[src/rtl/truth_table_sweeper_if.sv]
// Control-side bundle between the test/config controller (master) and truth_table_sweeper (slave).
// The measured table is carried as meas_table because "table" is a reserved word.
interface truth_table_sweeper_if #(
    parameter int N_IN = 3
) ();
    localparam int TT = 2 ** N_IN;

    logic            start;
    logic            abort;
    logic [TT-1:0]   expected;
    logic            busy;
    logic            done;
    logic [TT-1:0]   meas_table;
    logic            match;
    logic [N_IN:0]   mismatch_cnt;

    modport master (
        output start, abort, expected,
        input  busy, done, meas_table, match, mismatch_cnt
    );

    modport slave (
        input  start, abort, expected,
        output busy, done, meas_table, match, mismatch_cnt
    );
endinterface

[src/rtl/truth_table_sweeper.sv]
// Exhaustive truth-table sweeper for an N_IN-input, 1-output combinational gate.
// Define SWEEP_GRAY_EN to step input vectors in Gray order instead of binary order.
module truth_table_sweeper #(
    parameter int N_IN          = 3,
    parameter int SETTLE_CYCLES = 4
) (
    input  logic                     clk,
    input  logic                     rst_n,
    truth_table_sweeper_if.slave     ctl,
    output logic [N_IN-1:0]          dut_in,
    input  logic                     dut_out
);
    localparam int TT = 2 ** N_IN;
    localparam int CW = (SETTLE_CYCLES > 1) ? $clog2(SETTLE_CYCLES) : 1;
    localparam logic [CW-1:0]   RELOAD   = CW'(SETTLE_CYCLES - 1);
    localparam logic [N_IN-1:0] LAST_IDX = N_IN'(TT - 1);

    typedef enum logic [1:0] {IDLE, SETTLE, DONE} state_t;

    state_t            state, state_nx;
    logic [N_IN-1:0]   idx, idx_nx;
    logic [CW-1:0]     cnt, cnt_nx;
    logic [TT-1:0]     exp_q, exp_nx;
    logic [TT-1:0]     tbl, tbl_nx;
    logic              match_q, match_nx;
    logic [N_IN:0]     mcnt, mcnt_nx;
    logic [N_IN-1:0]   vec;

    function automatic logic [N_IN:0] popcount(input logic [TT-1:0] v);
        logic [N_IN:0] c;
        c = '0;
        for (int unsigned i = 0; i < TT; i++) begin
            c = c + (N_IN+1)'(v[i]);
        end
        return c;
    endfunction

`ifdef SWEEP_GRAY_EN
    assign vec = idx ^ (idx >> 1);
`else
    assign vec = idx;
`endif

    always_ff @(posedge clk or negedge rst_n) begin
        if (!rst_n) begin
            state   <= IDLE;
            idx     <= '0;
            cnt     <= '0;
            exp_q   <= '0;
            tbl     <= '0;
            match_q <= 1'b0;
            mcnt    <= '0;
        end else begin
            state   <= state_nx;
            idx     <= idx_nx;
            cnt     <= cnt_nx;
            exp_q   <= exp_nx;
            tbl     <= tbl_nx;
            match_q <= match_nx;
            mcnt    <= mcnt_nx;
        end
    end

    always_comb begin
        state_nx = state;
        idx_nx   = idx;
        cnt_nx   = cnt;
        exp_nx   = exp_q;
        tbl_nx   = tbl;
        match_nx = match_q;
        mcnt_nx  = mcnt;
        case (state)
            IDLE: begin
                if (ctl.start) begin
                    exp_nx   = ctl.expected;
                    tbl_nx   = '0;
                    match_nx = 1'b0;
                    mcnt_nx  = '0;
                    idx_nx   = '0;
                    cnt_nx   = RELOAD;
                    state_nx = SETTLE;
                end
            end
            SETTLE: begin
                // abort wins over a sample landing on the same edge
                if (ctl.abort) begin
                    state_nx = IDLE;
                    match_nx = 1'b0;
                    mcnt_nx  = '0;
                    idx_nx   = '0;
                    cnt_nx   = '0;
                end else if (cnt == '0) begin
                    tbl_nx[vec] = dut_out;
                    if (idx == LAST_IDX) begin
                        // verdict taken from the table including this final sample
                        match_nx = (tbl_nx == exp_q);
                        mcnt_nx  = popcount(tbl_nx ^ exp_q);
                        idx_nx   = '0;
                        state_nx = DONE;
                    end else begin
                        idx_nx = idx + 1'b1;
                        cnt_nx = RELOAD;
                    end
                end else begin
                    cnt_nx = cnt - 1'b1;
                end
            end
            DONE: begin
                state_nx = IDLE;
            end
            default: begin
                state_nx = IDLE;
            end
        endcase
    end

    assign dut_in           = (state == SETTLE) ? vec : '0;
    assign ctl.busy         = (state == SETTLE);
    assign ctl.done         = (state == DONE);
    assign ctl.meas_table   = tbl;
    assign ctl.match        = match_q;
    assign ctl.mismatch_cnt = mcnt;
endmodule

[src/flat_wrapper.sv]
// flat-port wrapper written by rule: the top's interface ports become plain ports
module truth_table_sweeper_flat 
#(
    parameter int N_IN          = 3,
    parameter int SETTLE_CYCLES = 4
)
  (clk, rst_n, dut_in, dut_out, ctl_start, ctl_abort, ctl_expected, ctl_busy, ctl_done, ctl_meas_table, ctl_match, ctl_mismatch_cnt);
  truth_table_sweeper_if #(.N_IN(N_IN)) ctl_i ();
  input  logic clk;
  input  logic rst_n;
  output logic [N_IN-1:0] dut_in;
  input  logic dut_out;
  input wire logic [$bits(ctl_i.start)-1:0] ctl_start;
  input wire logic [$bits(ctl_i.abort)-1:0] ctl_abort;
  input wire logic [$bits(ctl_i.expected)-1:0] ctl_expected;
  output wire logic [$bits(ctl_i.busy)-1:0] ctl_busy;
  output wire logic [$bits(ctl_i.done)-1:0] ctl_done;
  output wire logic [$bits(ctl_i.meas_table)-1:0] ctl_meas_table;
  output wire logic [$bits(ctl_i.match)-1:0] ctl_match;
  output wire logic [$bits(ctl_i.mismatch_cnt)-1:0] ctl_mismatch_cnt;
  assign ctl_i.start = ctl_start;
  assign ctl_i.abort = ctl_abort;
  assign ctl_i.expected = ctl_expected;
  assign ctl_busy = ctl_i.busy;
  assign ctl_done = ctl_i.done;
  assign ctl_meas_table = ctl_i.meas_table;
  assign ctl_match = ctl_i.match;
  assign ctl_mismatch_cnt = ctl_i.mismatch_cnt;
  truth_table_sweeper #(.N_IN(N_IN), .SETTLE_CYCLES(SETTLE_CYCLES)) u_core (.clk(clk), .rst_n(rst_n), .ctl(ctl_i), .dut_in(dut_in), .dut_out(dut_out));
endmodule
[config.mk]
export PLATFORM = sky130hd
export DESIGN_NAME = truth_table_sweeper_flat
export DESIGN_NICKNAME = d
export VERILOG_FILES = /design/src/rtl/truth_table_sweeper_if.sv /design/src/rtl/truth_table_sweeper.sv /design/src/flat_wrapper.sv
export SDC_FILE = /design/constraint.sdc
export NUM_CORES = 1
export LEC_CHECK = 0
export BUFFER_PORTS_ARGS = -buffer_cell sky130_fd_sc_hd__buf_2
export CAP_MARGIN = 40
export CORE_ASPECT_RATIO = 1.2
export CORE_MARGIN = 1.5
export CORE_UTILIZATION = 50
export DETAILED_ROUTE_END_ITERATION = 16
export PLACE_DENSITY = 0.74
export SLEW_MARGIN = 20
export SYNTH_ARGS = -nofsm -noshare
export SYNTH_HDL_FRONTEND = slang
export SYNTH_SLANG_ARGS = --single-unit
[constraint.sdc]
create_clock -name clk -period 7.31 [get_ports clk]
set_clock_uncertainty 0.05 [all_clocks]
set_input_delay 0.731 -clock clk [delete_from_list [all_inputs] [get_ports clk]]
set_output_delay 0.731 -clock clk [all_outputs]
set_load 0.01 [all_outputs]
## After elaboration in Yosys (flattened, before gate mapping)

Cells that the tools add are included.

| word-level totals | value |
|---|---|
| bits in registers | 28 |
| bits of input ports | 13 |

| operators by class | value |
|---|---|
| add/sub/neg operators | 9 |
| $lt $le $gt $ge | 2 |
| eq/ne operators | 10 |
| mux-type cells | 33 |
| bitwise gates (word level) | 1 |
| reductions and logical operators | 10 |

Operators by type and width:

| kind | number |
|---|---|
| 4-bit by 1-bit adder with 4-bit output | 6 |
| 8-bit 2-to-1 mux | 3 |
| 2-bit 2-to-1 mux | 8 |
| 4-bit 2-to-1 mux | 4 |
| 8-bit one-hot mux with 2 select lines | 1 |
| 3-bit 2-to-1 mux | 5 |
| 3-bit AND reduction | 3 |
| 8-bit bitwise mux | 1 |
| 8-bit == test | 1 |
| 2-bit one-hot mux with 2 select lines | 2 |
| 4-bit one-hot mux with 2 select lines | 1 |
| 4-bit AND reduction | 2 |
| 8-bit bitwise XOR | 1 |
| 3-bit by 2-bit inequality test with 1-bit output, second input constant | 2 |
| 3-bit one-hot mux with 2 select lines | 1 |
| 1-bit 2-to-1 mux | 5 |
| 2-bit zero test | 2 |
| 3-bit by 4-bit less-than comparator with 1-bit output, second input constant | 1 |
| 2-bit inequality test, second input constant | 2 |
| 4-bit inequality test, second input constant | 1 |
| 3-bit by 1-bit adder with 3-bit output, second input constant | 1 |
| 1-bit demux with 3-bit select | 1 |
| 3-bit == test, second input constant | 1 |
| 3-bit by 1-bit >= comparator with 1-bit output, second input constant | 1 |
| 9 further kinds | 9 |

## Logic depth before layout (Yosys ltp)

Gate-level depths: netlist of the first run.

| logic depth | value |
|---|---|
| word-level depth | 17 |
| mapped depth | 15 |
| mapped depth without buffers | 14 |

## Worst setup path after synthesis of the first run

Ideal clock, no wire load.

| timing path | value |
|---|---|
| kind | input-to-reg |
| start | in dut_out |
| end | reg u_core.mcnt[1] (netlist: u_core.ctl.mismatch_cnt[1]) |
| arrival | 3.680 ns |
| slack | 3.443 ns |
| cell stages on the path | 13 |
| buffers on the path | 1 |
| cell sequence | clkbuf_1 mux2i_1 xnor2_1 inv_1 ha_1 fa_1 inv_1 fa_1 fa_1 inv_1 fa_1 nand2_1 o21ai_0 |

| between the ends | value |
|---|---|
| cells in the longest elaborated chain, start to end | 13 |

RTL lines:

| item | RTL line | text |
|---|---|---|
| start: declaration | flat_wrapper.sv:12 | `input logic dut_out;` |
| 8-bit bitwise mux (*) | truth_table_sweeper.sv:93 | `tbl_nx[vec] = dut_out;` |
| 8-bit bitwise XOR (*) | truth_table_sweeper.sv:97 | `mcnt_nx = popcount(tbl_nx ^ exp_q);` |
| 1-bit by 1-bit adder with 2-bit output | truth_table_sweeper.sv:33 | `c = c + (N_IN+1)'(v[i]);` |
| 4-bit by 1-bit adder with 4-bit output (5 in a row) | truth_table_sweeper.sv:33 |  |
| 4-bit by 1-bit adder with 4-bit output (*) | truth_table_sweeper.sv:33 |  |
| 4-bit 2-to-1 mux (*) | truth_table_sweeper.sv:94 | `if (idx == LAST_IDX) begin` |
| 4-bit 2-to-1 mux (*) | truth_table_sweeper.sv:92 | `end else if (cnt == '0) begin` |
| 4-bit 2-to-1 mux (*) | truth_table_sweeper.sv:86 | `if (ctl.abort) begin` |
| 4-bit one-hot mux with 2 select lines (*) | truth_table_sweeper.sv:72 | `case (state)` |
| end signal: assignment | truth_table_sweeper.sv:60 | `mcnt <= mcnt_nx;` |
| end: declaration | truth_table_sweeper.sv:26 | `logic [N_IN:0] mcnt, mcnt_nx;` |

Every way passes the cells marked *; elsewhere a longest branch is shown, timed or not. The select of a mux whose other input is x is not followed.
A chain may end at the register's enable or synchronous reset.

## Final worst setup path of the first run

| timing path | value |
|---|---|
| start | reg u_core.idx[0] |
| end | reg u_core.mcnt[1] (netlist: u_core.ctl.mismatch_cnt[1]) |

| between the ends | value |
|---|---|
| cells in the longest elaborated chain, start to end | 17 |

RTL lines:

| item | RTL line | text |
|---|---|---|
| start: declaration | truth_table_sweeper.sv:21 | `logic [N_IN-1:0] idx, idx_nx;` |
| start signal: assignment | truth_table_sweeper.sv:55 | `idx <= idx_nx;` |
| 3-bit by 4-bit less-than comparator with 1-bit output (not written as such) or 3-bit by 1-bit >= comparator with 1-bit output (tied branches) | truth_table_sweeper.sv:93 |  |
| 1-bit logical AND (not written as such) | truth_table_sweeper.sv:93 |  |
| 1-bit 2-to-1 mux (not written as such) | truth_table_sweeper.sv:93 |  |
| 1-bit demux with 3-bit select | - |  |
| 8-bit bitwise mux | truth_table_sweeper.sv:93 |  |
| 8-bit bitwise XOR | truth_table_sweeper.sv:97 |  |
| 1-bit by 1-bit adder with 2-bit output | truth_table_sweeper.sv:33 |  |
| 4-bit by 1-bit adder with 4-bit output (6 in a row) | truth_table_sweeper.sv:33 |  |
| 4-bit 2-to-1 mux | truth_table_sweeper.sv:94 |  |
| 4-bit 2-to-1 mux | truth_table_sweeper.sv:92 |  |
| 4-bit 2-to-1 mux | truth_table_sweeper.sv:86 |  |
| 4-bit one-hot mux with 2 select lines | truth_table_sweeper.sv:72 |  |

Several ways; a longest one is shown, not always the timed one. The select of a mux whose other input is x is not followed.

==> parameters.txt, run 1 <==
Parameter                              Value

Status
  Outcome ... completed

Logic synthesis
  Fraction of the yosys area taken by sequential cells ... 0.411
  Number of flops mapped to enable cells by yosys ... 0
  Area share of the leading cell type in the synthesized netlist ... 0.411
  Combined area of all synthesized cells ... 0.00171 mm^2
  Share of synthesized area spent on multiplexers ... 0.0997
  Avg Inst Size Synth ... 10.5 um^2
  Count of warnings emitted by yosys ... 0
  Post-synth net total ... 187
  Adder and majority cell fraction of the synthesized area ... 0.0982
  Fraction of registers with async set or reset after synthesis ... 1.00
  Main flop type after synthesis ... sky130_fd_sc_hd__dfrtp_1
  Cell with the most instances after synthesis ... sky130_fd_sc_hd__dfrtp_1
  Yosys top cell by area ... sky130_fd_sc_hd__dfrtp_1
  Largest family of logic cells by synthesized area ... simple AND/OR/NAND/NOR gates
  Post-synthesis xor/xnor area fraction ... 0.0462
  Simple-gate share of the synthesized area ... 0.143
  Commonest cells post-synth ... sky130_fd_sc_hd__dfrtp_1 (28), sky130_fd_sc_hd__inv_1 (16), sky130_fd_sc_hd__nand2_1 (14)
  Top cells by area, synth ... sky130_fd_sc_hd__dfrtp_1 (41%), sky130_fd_sc_hd__mux2_2 (5.3%), sky130_fd_sc_hd__ha_1 (5.1%), sky130_fd_sc_hd__fa_1 (4.7%), sky130_fd_sc_hd__mux2i_1 (4.7%)
  Synth Register Bits ... 28
  Fraction of the mapped netlist area in compound gates ... 0.136
  Number of cells produced by synthesis ... 163
  Number of different library cells in the post-synthesis netlist ... 37

Finish
  Number of antenna diodes ... 0
  Final cell count without fillers ... 227
  Layout cells sized above 1 ... 0.253
  Area overhead of the layout relative to synthesis ... 11.7%
  Post-route cell area ... 0.00191 mm^2
  Layout net count ... 215

Timing
  Max-slew violation total from the final report ... 0
  Count of final setup violators ... 0
  Peak Freq ... 249 MHz
  Actual transition at the worst max-transition pin ... 624 ps
  WHS ... 407 ps
  Relative max-transition margin ... 0.583
  Setup Total Neg Slack ... 0 ps
  Post-route fraction of the period consumed by the critical path ... 0.550
  Shortest clock period the worst path allows after layout ... 4020 ps
  Final hold viol count ... 0
  RSZ-0062 raised after global routing ... no

Setup path
  CP Launch Type ... flop
  Type of element capturing the critical path ... flop
  Class of the most critical setup path ... flop to flop
  Critical path peak fanout ... 13
  Data required time at the worst endpoint ... 7420 ps
  Arrival time of the worst setup path ... 4130 ps

Floorplan
  Area of the die ... 0.00377 mm^2
  Starting density of the core ... 0.516
  Placeable Area ... 0.00331 mm^2
  Vertical die dimension ... 67 um
  Die span in x ... 56.3 um
  Std cell rows ... 23
  # IOs ... 31

Clocking
  Clock slew at reported path FFs ... 90 ps
  Largest buffer count on any clock path ... 2
  Clk_lat worst skew ... 270 ps
  Clock root buffer ... sky130_fd_sc_hd__clkbuf_8
  Clk sink count ... 28
  Buffer count from post-CTS setup fixing ... 0
  Clock tree from TritonCTS ... yes
  Cells resized by post-CTS repair ... 0
  CTS Buf Count ... 3
  CTS Hold Bufs ... 0
  Clock H-tree levels ... 1

Route
  First-iteration detailed-routing DRC count ... 34
  Number of vias per cell after detailed routing ... 5.52
  First-pass detailed-route iteration total ... 4
  Vias ... 1252
  Wire length per cell ... 14.9 um
  DRC violations left ... 0
  Total routed wirelength ... 3380 um
  Antenna Violating Nets Remaining ... 0

Power and ir drop
  Total Power ... 0.501 mW
  Clk pwr share ... 0.193
  Reg power frac ... 0.387
  Internal power ... 0.319 mW
  Power per standard cell area ... 263 mW/mm^2
  Worst supply voltage drop on vdd ... 0.000238 V
  Part of the total power dissipated in combinational logic ... 0.420
  Net Sw Frac ... 0.363
  NetSw ... 0.182 mW
  Leakage Power ... 1.06 nW

Place
  Cell Count Post-Placement ... 223
  Sum of net half-perimeters after detailed placement ... 2630 um
  Dpl cell area ... 0.00185 mm^2
  GPL Wtd Cong ... 0.848
  Input/output buffers ... 30

GRT
  First-pass GRT wire length ... 5820 um
  Number of antenna violations at the first check in global routing ... 0
  All-layer global routing usage ... 0.202
  GR Overflow Total ... 0
  Pin count of the biggest net entering global routing ... 29
  Via count of the first global-routing pass ... 1268

Hold path
  Type of the worst min-delay path ... input pin to async pin

Run
  Max-cap viol count ... 0
## power groups by stage
| stage | Sequential (mW) | Combinational (mW) | Clock, mW |
|---|---|---|---|
| global placement | 0.196 | 0.200 | 0 |
| finish | 0.194 | 0.210 | 0.0965 |
| floorplan | 0.195 | 0.164 | 0 |
| global route | 0.197 | 0.244 | 0.106 |
| CTS | 0.194 | 0.215 | 0.0982 |
| detailed placement | 0.197 | 0.213 | 0 |
## state kept, by name, summed over array words and instances, names as in the netlist
register and flops:
u_core.ctl.meas_table 8, u_core.idx 3, u_core.ctl.match 1, u_core.state 2, u_core.ctl.mismatch_cnt 4, u_core.exp_q 8
u_core.cnt 2
## critical path, cell delays in order (launching register included)
cell and delay [ps]:
sky130_fd_sc_hd__dfrtp_1 570, sky130_fd_sc_hd__nor3_1 370, sky130_fd_sc_hd__mux2i_1 270, sky130_fd_sc_hd__xor2_1 220
sky130_fd_sc_hd__ha_1 280, sky130_fd_sc_hd__fa_1 550, sky130_fd_sc_hd__inv_1 60, sky130_fd_sc_hd__fa_1 500
sky130_fd_sc_hd__fa_1 420, sky130_fd_sc_hd__inv_1 90, sky130_fd_sc_hd__fa_1 400, sky130_fd_sc_hd__nand2_1 60
sky130_fd_sc_hd__o21ai_0 70
## layout make-up
class | instances | area [um^2]
Timing Repair Buffer | 30 | 150
Tap cell | 37 | 46.3
Inverter | 16 | 60.1
Multi-Input combinational cell | 112 | 893
Clock buffer | 4 | 55.1
Sequential cell | 28 | 701
Fill cell | 291 | 1400
## logic make-up after synthesis
group | Yosys count
fa+ha+maj | 11
buf+inv | 23
mux | 16
flops | 28
simple gates | 40
xor+xnor | 9
compound gates | 36
## layout by cell type, fill, tap and decap left out, types with 2 or more instances in the layout
master / n
sky130_fd_sc_hd__nand2_1: 14
sky130_fd_sc_hd__nand2b_1: 4
sky130_fd_sc_hd__o41ai_1: 2
sky130_fd_sc_hd__and2_1: 2
sky130_fd_sc_hd__a21oi_1: 9
sky130_fd_sc_hd__xor2_1: 5
sky130_fd_sc_hd__inv_1: 16
sky130_fd_sc_hd__mux2_2: 8
sky130_fd_sc_hd__clkbuf_8: 4
sky130_fd_sc_hd__ha_1: 7
sky130_fd_sc_hd__nand3_1: 2
sky130_fd_sc_hd__mux2i_1: 8
sky130_fd_sc_hd__nor3b_1: 2
sky130_fd_sc_hd__o21ai_0: 8
sky130_fd_sc_hd__o31ai_1: 2
sky130_fd_sc_hd__o22ai_1: 6
sky130_fd_sc_hd__nor3_1: 2
sky130_fd_sc_hd__nand3b_4: 3
sky130_fd_sc_hd__buf_2: 30
sky130_fd_sc_hd__nor2_1: 5
sky130_fd_sc_hd__a21o_1: 3
sky130_fd_sc_hd__xnor2_1: 4
sky130_fd_sc_hd__dfrtp_1: 28
sky130_fd_sc_hd__a32o_1: 2
sky130_fd_sc_hd__fa_1: 4
## final timing paths
| kind | slack [ps] | cells past startpoint | to | from |
|---|---|---|---|---|
| setup / recovery | 3290 | 12 | u_core.ctl.mismatch_cnt[1] | u_core.idx[0] |
| hold / removal | 410 | 1 | u_core.ctl.mismatch_cnt[0] | rst_n |
| setup reg to reg | 3290 | 12 | u_core.ctl.mismatch_cnt[1] | u_core.idx[0] |
| hold reg to reg | 440 | 2 | u_core.ctl.mismatch_cnt[1] | u_core.ctl.mismatch_cnt[1] |
| max in group asynchronous | 6400 | 1 | u_core.cnt[0] | rst_n |
| min in group clk | 440 | 2 | u_core.ctl.mismatch_cnt[1] | u_core.ctl.mismatch_cnt[1] |
## through the flow
| step | util | worst slack, ps |
|---|---|---|
| floorplan | - | 3440 |
| global placement | 0.559 | 3410 |
| detailed placement | 0.559 | 3340 |
| CTS | 0.576 | 3270 |
| global route | 0.576 | 3090 |
| finish | 0.576 | 3290 |
## layer usage
layer / track usage / wire length (um)
met1: 0.252 / 1460
met2: 0.350 / 1780
met3: 0.0214 / 106
met4: 0.0952 / 37
met5: 0 / 0
No activity file was read; power rests on OpenSTA's default activity.
==> run 2: changes to the inputs <==
clock period = 3.76 ns   (was 7.31 ns; I/O delays follow)
==> parameters.txt, run 2 (synthesis gave the netlist of run 1 again) <==
Parameter                              Value

Finish
  Area overhead of the layout relative to synthesis ... 19.2%
  Layout cells sized above 1 ... 0.343
  Total area of sequential cells ... 703 um^2
  Area used by multi-input combinational logic ... 915 um^2
  Commonest cells after routing, fill and taps aside ... sky130_fd_sc_hd__buf_2 (30), sky130_fd_sc_hd__dfrtp_1 (26), sky130_fd_sc_hd__inv_1 (14), sky130_fd_sc_hd__nand2_1 (14), sky130_fd_sc_hd__buf_4 (14)
  Number of antenna diodes ... 0
  Final cell count without fillers ... 241
  Layout net count ... 229
  Fillers ... 267
  Most frequent standard cell in the layout excluding fill and tap cells ... sky130_fd_sc_hd__buf_2

GRT
  GR Overflow Total ... 0
  Via count of the first global-routing pass ... 1370
  Pin count of the biggest net entering global routing ... 29
  Number of antenna violations at the first check in global routing ... 0
  All-layer global routing usage ... 0.230
  First-pass GRT wire length ... 6530 um

Timing
  Post-route fraction of the period consumed by the critical path ... 0.992
  Shortest clock period the worst path allows after layout ... 3730 ps
  Relative max-transition margin ... 0.588
  Count of final setup violators ... 0
  WHS ... 49.2 ps
  Max-slew violation total from the final report ... 0
  Final critical-path setup slack ... 28.5 ps
  Final hold viol count ... 0
  Actual transition at the worst max-transition pin ... 619 ps
  Peak Freq ... 268 MHz
  Setup Total Neg Slack ... 0 ps
  RSZ-0062 raised after global routing ... yes

Floorplan
  Die span in x ... 56.3 um
  Placeable Area ... 0.00331 mm^2
  Std cell rows ... 23
  # IOs ... 31
  Vertical die dimension ... 67 um
  Starting density of the core ... 0.516
  Area of the die ... 0.00377 mm^2

Route
  First-pass detailed-route iteration total ... 4
  Antenna Violating Nets Remaining ... 0
  Total routed wirelength ... 3940 um
  DRC violations left ... 0
  Wire length per cell ... 16.3 um
  Vias ... 1357
  First-iteration detailed-routing DRC count ... 28
  Number of vias per cell after detailed routing ... 5.63

Power and ir drop
  Net Sw Frac ... 0.365
  Clk pwr share ... 0.186
  Power per standard cell area ... 498 mW/mm^2
  Reg power frac ... 0.370
  Internal power ... 0.643 mW
  Leakage Power ... 1.13 nW
  Worst supply voltage drop on vdd ... 0.000364 V
  Part of the total power dissipated in combinational logic ... 0.443
  NetSw ... 0.370 mW

Setup path
  Type of element capturing the critical path ... flop
  Arrival time of the worst setup path ... 3870 ps
  R2R Path Start ... u_core.idx[1]
  CP Launch Type ... flop
  Data required time at the worst endpoint ... 3890 ps
  Critical path peak fanout ... 6
  Worst setup startpoint ... u_core.idx[1]
  Class of the most critical setup path ... flop to flop

Clocking
  Largest buffer count on any clock path ... 2
  Clock tree from TritonCTS ... yes
  Clock H-tree levels ... 1
  Clock root buffer ... sky130_fd_sc_hd__clkbuf_8
  Clk_lat worst skew ... 280 ps
  Clk sink count ... 28
  Clock slew at reported path FFs ... 90 ps
  CTS Buf Count ... 3
  CTS Hold Bufs ... 0

Place
  Post-Place Worst Slack ... 8.13 ps
  GPL Wtd Cong ... 0.837
  Input/output buffers ... 30
  Cell Count Post-Placement ... 229
  Sum of net half-perimeters after detailed placement ... 2880 um

Status
  Outcome ... completed

Run
  Max-cap viol count ... 0

Hold path
  Type of the worst min-delay path ... input pin to async pin
==> run 2: cell count changes in the layout (fill, tap and decap cells not counted), sizes merged <==
cell  delta
buf     +14
==> run 2: final cells by class <==
cell class | instances | area share
clock buffers | 4 | 0.0271
multi-input cells | 112 | 0.450
repair buffers | 44 | 0.125
flip-flops and latches | 28 | 0.346
well taps | 37 | 0.0228
inverters | 16 | 0.0295
==> run 2: per-layer routing <==
metal | global-route usage | up-vias | wire [um]
met5 | 0 | - | 0
met4 | 0.131 | 0 | 146
met3 | 0.0524 | 12 | 178
met2 | 0.393 | 39 | 1980
met1 | 0.266 | 665 | 1630
li1 | - | 641 | -
==> run 2: path summary, 6_finish.rpt <==
kind / end / slack [ps] / depth (start not counted)
setup reg to reg: u_core.ctl.mismatch_cnt[2] / 30 / 12
min in group clk: u_core.exp_q[1] / 270 / 2
max in group asynchronous: u_core.idx[2] / 3170 / 1
hold / removal: u_core.ctl.mismatch_cnt[0] / 50 / 1
hold reg to reg: u_core.ctl.mismatch_cnt[1] / 440 / 2
setup / recovery: u_core.ctl.mismatch_cnt[2] / 30 / 12
==> run 2: timing repair <==
action                                 CTS  global route
pin swaps                                4             7
endpoints found under the hold margin    0             0
setup endpoints to repair                1             2
gates resized for setup                  0             9
setup buffers                            7             1
==> run 2: power groups by stage <==
stage,logic (mW),clock network [mW],registers (mW)
floorplan,0.319,0,0.378
global placement,0.396,0,0.376
detailed placement,0.425,0,0.380
CTS,0.437,0.191,0.375
global route,0.522,0.208,0.381
finish,0.449,0.189,0.375
==> run 2: stage by stage <==
step	power, mW	utilization	area, um^2
2_1_floorplan	0.697	-	1710
3_3_place_gp	0.772	0.574	1900
3_5_place_dp	0.805	0.574	1900
4_1_cts	1.00	0.607	2010
5_1_grt	1.11	0.615	2030
6_report	1.01	0.615	2030
==> run 2: worst max-delay path: stages (launching register included) <==
cell                      delay (ps)
sky130_fd_sc_hd__dfrtp_2         470
sky130_fd_sc_hd__nor3_4          240
sky130_fd_sc_hd__mux2i_1         250
sky130_fd_sc_hd__xor2_1          280
sky130_fd_sc_hd__ha_1            300
sky130_fd_sc_hd__fa_1            500
sky130_fd_sc_hd__inv_2            40
sky130_fd_sc_hd__fa_1            560
sky130_fd_sc_hd__fa_2            200
sky130_fd_sc_hd__inv_2            40
sky130_fd_sc_hd__fa_2            330
sky130_fd_sc_hd__xnor2_1         130
sky130_fd_sc_hd__o31ai_1         250
